==> src/rtl/spn_iter_core.sv <==
// Iterative SPN block cipher engine. It computes one round per clock and uses a
// valid/ready handshake with back-pressure on both the request and result sides.
package spn_sbox_pkg;
    localparam logic [15:0][3:0] SBOX     = 64'h7095_C6A3_8BF2_1D4E;
    localparam logic [15:0][3:0] SBOX_INV = 64'h502B_69D7_FAC1_843E;

    function automatic logic [3:0] sbox(input logic [3:0] n);
        return SBOX[n];
    endfunction

    function automatic logic [3:0] sbox_inv(input logic [3:0] n);
        return SBOX_INV[n];
    endfunction
endpackage

// state  | meaning
// IDLE   | waiting for a request; round 0 is computed on the accepting edge
// RUN    | applying rounds 1..ROUNDS-1, one per clock
// DONE   | result held on data_out/status until out_ready
module spn_iter_core #(
    parameter int BLOCK_W = 16,
    parameter int KEY_W   = 32,
    parameter int ROUNDS  = 3,
    parameter int CNT_W   = 4
) (
    input  logic               clk,
    input  logic               rst_n,
    input  logic               in_valid,
    output logic               in_ready,
    input  logic [1:0]         opcode,
    input  logic [BLOCK_W-1:0] data_in,
    input  logic [KEY_W-1:0]   key_in,
    output logic               out_valid,
    input  logic               out_ready,
    output logic [BLOCK_W-1:0] data_out,
    output logic [1:0]         status,
    output logic               busy
);
    import spn_sbox_pkg::*;

    localparam logic [1:0] S_IDLE = 2'd0;
    localparam logic [1:0] S_RUN  = 2'd1;
    localparam logic [1:0] S_DONE = 2'd2;
    localparam logic [1:0] OP_ENC = 2'b01;
    localparam logic [1:0] OP_DEC = 2'b10;
    localparam logic [1:0] OP_BAD = 2'b11;
    localparam int IDX_W = $clog2(BLOCK_W);
    localparam logic [CNT_W-1:0] LAST   = CNT_W'(ROUNDS - 1);
    localparam logic [CNT_W-1:0] RK_OUT = CNT_W'(ROUNDS);

    function automatic logic [BLOCK_W-1:0] round_key(input logic [KEY_W-1:0] k,
                                                     input logic [CNT_W-1:0] r);
        logic [KEY_W-1:0] rot;
        rot = k;
        for (int i = 0; i < ROUNDS; i++)
            if (CNT_W'(i) < r) rot = {rot[KEY_W-5:0], rot[KEY_W-1:KEY_W-4]};
        return rot[KEY_W-1 -: BLOCK_W];
    endfunction

    function automatic logic [BLOCK_W-1:0] sub_layer(input logic [BLOCK_W-1:0] x, input logic inv);
        logic [BLOCK_W-1:0] y;
        y = x;
        for (int i = 0; i < BLOCK_W/4; i++)
            y[IDX_W'(4*i) +: 4] = inv ? sbox_inv(x[IDX_W'(4*i) +: 4]) : sbox(x[IDX_W'(4*i) +: 4]);
        return y;
    endfunction

    // The MSB is a fixed point of both P and P^-1, so it keeps its copy from x.
    function automatic logic [BLOCK_W-1:0] perm(input logic [BLOCK_W-1:0] x, input logic inv);
        logic [BLOCK_W-1:0] y;
        y = x;
        for (int p = 0; p < BLOCK_W-1; p++) begin
            if (inv) y[IDX_W'(((BLOCK_W/4)*p) % (BLOCK_W-1))] = x[IDX_W'(p)];
            else     y[IDX_W'((4*p) % (BLOCK_W-1))]           = x[IDX_W'(p)];
        end
        return y;
    endfunction

    logic [1:0]         state_q, state_d;
    logic [CNT_W-1:0]   cnt_q, cnt_d;
    logic [BLOCK_W-1:0] x_q, x_d;
    logic [KEY_W-1:0]   key_q, key_d;
    logic               dec_q, dec_d;
    logic [BLOCK_W-1:0] data_out_q, data_out_d;
    logic [1:0]         status_q, status_d;

    logic               idle, rnd_dec, rnd_last;
    logic [CNT_W-1:0]   step, rnd_idx;
    logic [KEY_W-1:0]   rnd_key;
    logic [BLOCK_W-1:0] rnd_in, rnd_out;

    // A single round datapath. In IDLE it is fed straight from the request
    // ports, so that the accepting edge already performs round 0.
    always_comb begin
        idle     = (state_q == S_IDLE);
        rnd_dec  = idle ? (opcode == OP_DEC) : dec_q;
        rnd_key  = idle ? key_in : key_q;
        step     = idle ? '0 : cnt_q;
        rnd_last = (step == LAST);
        rnd_in   = idle ? data_in : x_q;
        rnd_idx  = '0;
        rnd_out  = '0;
        if (rnd_dec) begin
            rnd_idx = LAST - step;
            if (idle) rnd_in = rnd_in ^ round_key(rnd_key, RK_OUT);
            rnd_out = (step != '0) ? perm(rnd_in, 1'b1) : rnd_in;
            rnd_out = sub_layer(rnd_out, 1'b1) ^ round_key(rnd_key, rnd_idx);
        end else begin
            rnd_idx = step;
            rnd_out = sub_layer(rnd_in ^ round_key(rnd_key, rnd_idx), 1'b0);
            rnd_out = rnd_last ? (rnd_out ^ round_key(rnd_key, RK_OUT)) : perm(rnd_out, 1'b0);
        end
    end

    always_comb begin
        state_d    = state_q;
        cnt_d      = cnt_q;
        x_d        = x_q;
        key_d      = key_q;
        dec_d      = dec_q;
        data_out_d = data_out_q;
        status_d   = status_q;
        case (state_q)
            S_IDLE: begin
                if (in_valid) begin
                    if (opcode == OP_ENC || opcode == OP_DEC) begin
                        key_d = key_in;
                        dec_d = (opcode == OP_DEC);
                        x_d   = rnd_out;
                        if (rnd_last) begin
                            state_d    = S_DONE;
                            data_out_d = rnd_out;
                            status_d   = opcode;
                            cnt_d      = '0;
                        end else begin
                            state_d = S_RUN;
                            cnt_d   = CNT_W'(1);
                        end
                    end else if (opcode == OP_BAD) begin
                        state_d    = S_DONE;
                        data_out_d = '0;
                        status_d   = OP_BAD;
                    end
                end
            end
            S_RUN: begin
                x_d   = rnd_out;
                cnt_d = cnt_q + CNT_W'(1);
                if (rnd_last) begin
                    state_d    = S_DONE;
                    data_out_d = rnd_out;
                    status_d   = dec_q ? OP_DEC : OP_ENC;
                    cnt_d      = '0;
                end
            end
            S_DONE: begin
                if (out_ready) begin
                    state_d    = S_IDLE;
                    data_out_d = '0;
                    status_d   = '0;
                end
            end
            default: begin
                state_d    = S_IDLE;
                cnt_d      = '0;
                data_out_d = '0;
                status_d   = '0;
            end
        endcase
    end

    always_ff @(posedge clk or negedge rst_n) begin
        if (!rst_n) begin
            state_q    <= S_IDLE;
            cnt_q      <= '0;
            x_q        <= '0;
            key_q      <= '0;
            dec_q      <= 1'b0;
            data_out_q <= '0;
            status_q   <= '0;
        end else begin
            state_q    <= state_d;
            cnt_q      <= cnt_d;
            x_q        <= x_d;
            key_q      <= key_d;
            dec_q      <= dec_d;
            data_out_q <= data_out_d;
            status_q   <= status_d;
        end
    end

    assign in_ready  = (state_q == S_IDLE);
    assign busy      = (state_q != S_IDLE);
    assign out_valid = (state_q == S_DONE);
    assign data_out  = data_out_q;
    assign status    = status_q;
endmodule

==> config.mk <==
export PLATFORM = sky130hd
export DESIGN_NAME = spn_iter_core
export DESIGN_NICKNAME = d
export VERILOG_FILES = /design/src/rtl/spn_iter_core.sv
export SDC_FILE = /design/constraint.sdc
export NUM_CORES = 1
export LEC_CHECK = 0
export ABC_AREA = 1
export BUFFER_PORTS_ARGS = -buffer_cell sky130_fd_sc_hd__clkbuf_2
export CAP_MARGIN = 40
export CORE_MARGIN = 2
export CORE_UTILIZATION = 50
export CTS_CLUSTER_DIAMETER = 150
export DETAILED_ROUTE_END_ITERATION = 8
export PLACE_DENSITY = 0.8
export REMOVE_ABC_BUFFERS = 1
export SYNTH_ARGS = -nofsm -noshare
export SYNTH_HDL_FRONTEND = slang
export SYNTH_SLANG_ARGS = --single-unit
==> constraint.sdc <==
create_clock -name clk -period 5.13 [get_ports clk]
set_input_delay 0.2565 -clock clk [delete_from_list [all_inputs] [get_ports clk]]
set_output_delay 0.2565 -clock clk [all_outputs]
set_load 0.05 [all_outputs]
### Word-level counts from Yosys, hierarchy flattened

Memories as Yosys holds them, arrays and structs flattened.
Cells that the tools add are included.

* ROM bits: 256
* memories: 4
* RAM bits: 0
* bits in registers: 73
* output and inout port bits: 21
* latch bits: 0

* div/mod/pow operators: 0
* add/sub/neg operators: 2
* mux-type cells: 56
* order comparisons: 10
* shift-type cells: 0
* multiply operators: 0
* eq/ne operators: 12
* reduce and logical (&&, ||, !) cells: 11
* bitwise logic cells: 5

Memory list
* (no name shown): words 16, width 4, rd ports 1, clocked after memory_dff 0, wr ports 0, line 8 `return SBOX[n];`
* (no name shown): words 16, width 4, rd ports 1, clocked after memory_dff 0, wr ports 0, line 8
* (no name shown): words 16, width 4, rd ports 1, clocked after memory_dff 0, wr ports 0, line 12 `return SBOX_INV[n];`
* (no name shown): words 16, width 4, rd ports 1, clocked after memory_dff 0, wr ports 0, line 12

Operators by type and width (number)
* $mux W32: 12
* $mux W16: 12
* $xor A16 B16 Y16: 4
* $pmux W16 S3: 1
* $mux W4: 8
* $pmux W16 S2: 1
* $mux W2: 12
* $lt A4 B5 Y1 const B: 4
* $lt A1 B4 Y1 const A: 4
* $pmux W2 S3: 2
* $pmux W4 S3: 1
* $reduce_and A3 Y1: 4
* $lt A2 B4 Y1 const A: 2
* $mux W8: 1
* $eq A2 B2 Y1 const B: 3
* $mux W1: 6
* $reduce_and A5 Y1: 1
* $add A4 B1 Y4 const B: 1
* $eq A2 B1 Y1 const B: 2
* $eq A4 B2 Y1 const B: 1
* $ne A2 B1 Y1 const B: 2
* $ne A2 B2 Y1 const B: 2
* $reduce_and A4 Y1: 1
* $reduce_bool A2 Y1: 2
* other kinds (7): 7

### Depth between registers and ports, before layout

* depth after elaboration: 17
* depth in mapped cells: 24

### Least setup slack after synthesis

Ideal clock, no wire load.

* path type: reg-to-reg
* start point: register state_q[1]
* end point: register data_out_q[0] (netlist: data_out[0])
* arrival time: 3.330 ns
* path buffers: 5
* stages on the path, launching flop included: 23
* required time: 5.012 ns
* path slack: 1.683 ns
* path through: dfrtp_1 -> buf_6 -> nor2_4 -> buf_4 -> buf_2 -> buf_2 -> nor2_1 -> ha_1 -> nor2_2 -> buf_2 -> a21oi_1 -> nand2_1 -> nand3_1 -> nand2_1 -> inv_1 -> ha_1 -> nand3b_1 -> nand3_1 -> nand3_1 -> nand3_1 -> nand3_1 -> nand2_1 -> nand2_1

* cells in the longest elaborated chain, start to end: 17

RTL lines
* from (decl): line 79 `logic [1:0] state_q, state_d;`
* from (signal assigned): line 182 `state_q <= state_d;`
* $logic_not A2 Y1 (*)
* via in_ready: line 29 `output logic in_ready,`
* $mux W4 / $mux W32 (equally long branches): line 98, 97
* $lt A1 B4 Y1 / $mux W32 (equally long branches): line 56, 105
* $mux W32, on equally long branches: line 56, 103
* $mux W32 / $xor A16 B16 Y16 (equally long branches): line 56, 105
* $mux W32 / $mux W16 (equally long branches): line 56, 105
* $mux W32 / $mux W16 (equally long branches): line 103 `if (rnd_dec) begin`
* (+2 left out)
* $mux W4 (implied by the code) / $mem_v2 Z16 W4 (equally long branches)
* $xor A16 B16 Y16 / $mux W4 (equally long branches): line 111, 12
* $mux W16 / $xor A16 B16 Y16 (equally long branches): line 111, 107
* $mux W16: line 103
* $mux W16: line 130, 149
* $mux W16: line 126 `if (opcode == OP_ENC || opcode == OP_DEC) begin`
* $mux W16: line 125 `if (in_valid) begin`
* $pmux W16 S3: line 123 `case (state_q)`
* to (signal assigned): line 187 `data_out_q <= data_out_d;`
* to (decl): line 84 `logic [BLOCK_W-1:0] data_out_q, data_out_d;`

Mark *: on every way through the listed nets, which the timed path passes. The rest lies on a longest branch. The select of a mux whose other input is x is not followed.
A chain may end at the register's enable or synchronous reset.

### Worst setup path after layout

* start point: register state_q[1]
* end point: register data_out_q[4] (netlist: data_out[4])

* cells in the longest elaborated chain, start to end: 17

RTL lines (line)
* $logic_not A2 Y1: 95, 123
* $mux W4 / $mux W32 (equally long branches): 98, 97
* $lt A1 B4 Y1 / $mux W32 (equally long branches): 56, 105
* $mux W32, on equally long branches: 56, 103
* $mux W32 / $xor A16 B16 Y16 (equally long branches): 56, 105
* $mux W32 / $mux W16 (equally long branches): 56, 105
* $mux W32 / $mux W16 (equally long branches): 103
* $xor A16 B16 Y16 / $mux W1 (equally long branches): 110, 103
* $mem_v2 Z16 W4 / $mux W8 (equally long branches)
* $mux W4 (implied by the code) / $mem_v2 Z16 W4 (equally long branches)
* $xor A16 B16 Y16 / $mux W4 (equally long branches): 111, 12
* $mux W16 / $xor A16 B16 Y16 (equally long branches): 111, 107
* $mux W16: 103
* $mux W16: 130, 149
* $mux W16: 126
* $mux W16: 125
* $pmux W16 S3: 123

Several ways; a longest one is shown, not always the timed one. The select of a mux whose other input is x is not followed.

==> impl_metrics.py <==
metrics = {
    "run_status": {
        "status": "complete, no violations",
    },
    "logic_synthesis": {
        "synthSimpleGateAreaFrac_pct": 45.22,
        "post-synth-top-count-cell": "nand2_1",
        "synth_area_leaders": "dfrtp_1, nand2_1, nand3_1",
        "yosys_warnings": 0,
        "synth_xor_area_share_pct": 1.948,
        "synth-compound-area-share_pct": 13.17,
        "synthTopCellsByCount": "nand2_1, nand3_1, inv_1, nor2_1, dfrtp_1",
        "synth_top_area_cell": "dfrtp_1",
        "synthMuxAreaShare_pct": 1.704,
        "synth_top_family_by_area": "simple AND/OR/NAND/NOR gates",
        "synth-main-ff-cell": "dfrtp_1",
        "ys_ff_latch": 69,
        "syn_area_sq_mm": 0.007194,
        "avgSynthCellArea_sq_um": 5.936,
        "ys_seq_area_share_pct": 24.00,
        "synth_edf_count": 0,
        "async_flop_share_pct": 100.0,
        "yosysTopAreaCellShare_pct": 24.00,
        "ys_types": 41,
        "synthAdderAreaFrac_pct": 4.348,
        "syn_inst": 1212,
    },
    "routing": {
        "drc_errors": 0,
        "post_drt_wl_per_cell_microns": 15.28,
        "wl_met3_mm": 2.031,
        "first_iter_violations": 779,
        "wirelength_mm": 22.07,
        "wl_met1_mm": 9.369,
        "wl_met2_mm": 9.726,
        "top_layer": "met4",
        "vias_per_cell": 5.654,
        "num_vias": 8164,
        "firstDrtPassIters": 7,
        "drtAntennaViolNets": 0,
    },
    "die": {
        "die_h_microns": 124.0,
        "die_w_microns": 124.0,
        "rows": 43,
        "die_area_sq_mm": 0.01536,
        "core_area_sq_mm": 0.01399,
        "start_util_pct": 51.43,
        "io_pins": 75,
    },
    "clock_tree": {
        "cts_tree": "built",
        "clk_pin_slew_ps": 60,
        "htreeDepth": 3,
        "postCtsSetupRepairBufs": 0,
        "cts_made_buffers": 9,
        "clkLatencyLatePin_ps": 360,
        "root_buffer": "clkbuf_16",
        "cts_buffer_depth": 2,
        "cts.sinks": 69,
    },
    "grt": {
        "grtUsageTotal_pct": 29.93,
        "grt_pass1_vias": 7243,
        "grt_first_pass_wirelength_mm": 35.47,
        "grt_start_max_net_pins": 39,
        "antenna_found_initial": 0,
        "globalRouteOverflowTotal": 0,
    },
    "critical_path": {
        "crit_fanout": 34,
        "endpoint_kind": "flop",
        "worst_setup_path_start_kind": "flop",
        "critPathKind": "reg2reg",
        "arrival_ps": 4160,
        "cp.required_ps": 5430,
    },
    "final_layout": {
        "area_growth_pct": 10.23,
        "num-fill-cells": 1424,
        "antenna_cells": 0,
        "fin_nets": 1338,
        "drive_above_1_share_pct": 12.26,
    },
    "sta": {
        "tns_ps": 0,
        "final.period_utilization_pct": 75.34,
        "tightestPinTransition_ps": 864.1,
        "finalMaxSlewViolations": 0,
        "post-route-min-period_ps": 3865,
        "max_freq_ghz": 0.2587,
        "hold_violations": 0,
        "clock_skew_ps": 5.413,
        "rsz0062_at_grt": "no",
        "max_slew_margin_pct": 42.18,
        "setup_viol": 0,
    },
    "min_path": {
        "hold_class": "in2reg",
    },
    "placed_design": {
        "dp_hpwl_mm": 15.98,
        "routabilityCongestion": 0.9692,
        "port_buffers": 70,
    },
    "flow_run": {
        "maxCapViolations": 0,
    },
}
==> layer usage <==
layer  GRT usage (%)  vias to the layer above
met4           15.45                        0
met3           5.037                       57
met1           38.61                     3679
li1                -                     4037
met2           48.25                      391
met5               0                        -
==> final timing paths <==
| kind | startpoint | to | slack (ps) | cells after the start |
|---|---|---|---|---|
| min in group asynchronous | rst_n | status[0] | 370 | 2 |
| hold / removal | key_in[15] | key_q[15] | 150 | 2 |
| max in group asynchronous | rst_n | x_q[7] | 4170 | 3 |
| hold reg to reg | key_q[11] | key_q[11] | 470 | 2 |
| setup / recovery | state_q[1] | data_out[4] | 1270 | 15 |
| setup reg to reg | state_q[1] | data_out[4] | 1270 | 15 |
==> final cells by class <==
type	instances	area (sq um)	area share [%]
Inverter	109	409.1	5.159
Multi-Input combinational cell	984	4787	60.37
Timing Repair Buffer	86	488.0	6.153
Clock buffer	11	232.7	2.935
Clock inverter	5	61.31	0.7731
Sequential cell	69	1727	21.77
Tap cell	180	225.2	2.840
==> state kept, by name (all words and copies together), names as in the netlist <==
signal / flops
cnt_q: 4
key_q: 28
state_q: 2
x_q: 16
data_out: 16
status: 2
dec_q: 1
==> logic make-up after synthesis <==
logic type	count (synthesis)
compound gates	166
xor+xnor	16
fa+ha+maj	25
buf+inv	159
flops	69
mux	11
simple gates	766
==> critical path, cell delays in order (launching register included) <==
cell,delay [ps]
dfrtp_1,480
nor2_4,330
buf_4,340
nor2_1,150
ha_1,250
inv_1,90
xor2_1,350
nor2_2,90
nand2_2,560
o21ai_1,180
mux2i_1,310
nand2_1,140
a21o_1,180
nand3_1,80
nand3_1,170
nand2_1,100
==> through the flow <==
| step | cell area (sq um) | instances | utilization [%] | worst slack, ps | hold WS [ps] |
|---|---|---|---|---|---|
| 2_1_floorplan | 6912 | 1162 | - | 908.3 | -39.09 |
| 3_3_place_gp | 7606 | 1426 | 54.37 | 1424 | 455.9 |
| 3_5_place_dp | 7626 | 1427 | 54.52 | 1382 | 230.6 |
| 4_1_cts | 7930 | 1444 | 56.69 | 1358 | 144.4 |
| 5_1_grt | 7930 | 1444 | 56.69 | 1003 | 161.0 |
| 6_report | 7930 | 1444 | 56.69 | 1265 | 149.0 |
==> placed cells by master (no fill, tap or decap), types with 5 or more instances in the layout <==
| cell | netlist | layout |
|---|---|---|
| nand2_2 | 9 | 9 |
| a21oi_1 | 28 | 27 |
| or2_1 | 5 | 5 |
| xor2_1 | 6 | 6 |
| nor2_2 | 5 | 6 |
| o21ai_0 | 57 | 57 |
| o21ai_1 | 40 | 40 |
| nor2_1 | 85 | 84 |
| o211ai_1 | 10 | 10 |
| inv_2 | 11 | 11 |
| nand3_1 | 197 | 197 |
| dfrtp_1 | 69 | 69 |
| xnor2_1 | 10 | 10 |
| nand3b_1 | 8 | 8 |
| mux2_2 | 10 | 10 |
| inv_1 | 97 | 97 |
| ha_1 | 25 | 25 |
| o22ai_1 | 5 | 5 |
| a31oi_1 | 8 | 8 |
| o21ai_2 | 7 | 7 |
| clkbuf_16 | 0 | 9 |
| nand2_1 | 448 | 448 |
| clkbuf_2 | 0 | 69 |
| buf_4 | 10 | 15 |
==> repair_timing <==
action,4_1_cts,5_1_grt
gates resized for setup,0,0
hold endpoints to repair,31,0
hold buffers,1,0
Power is left out: the tool's default activity adds up to more than one toggle a clock period on the data nets, which glitch-free logic cannot reach.
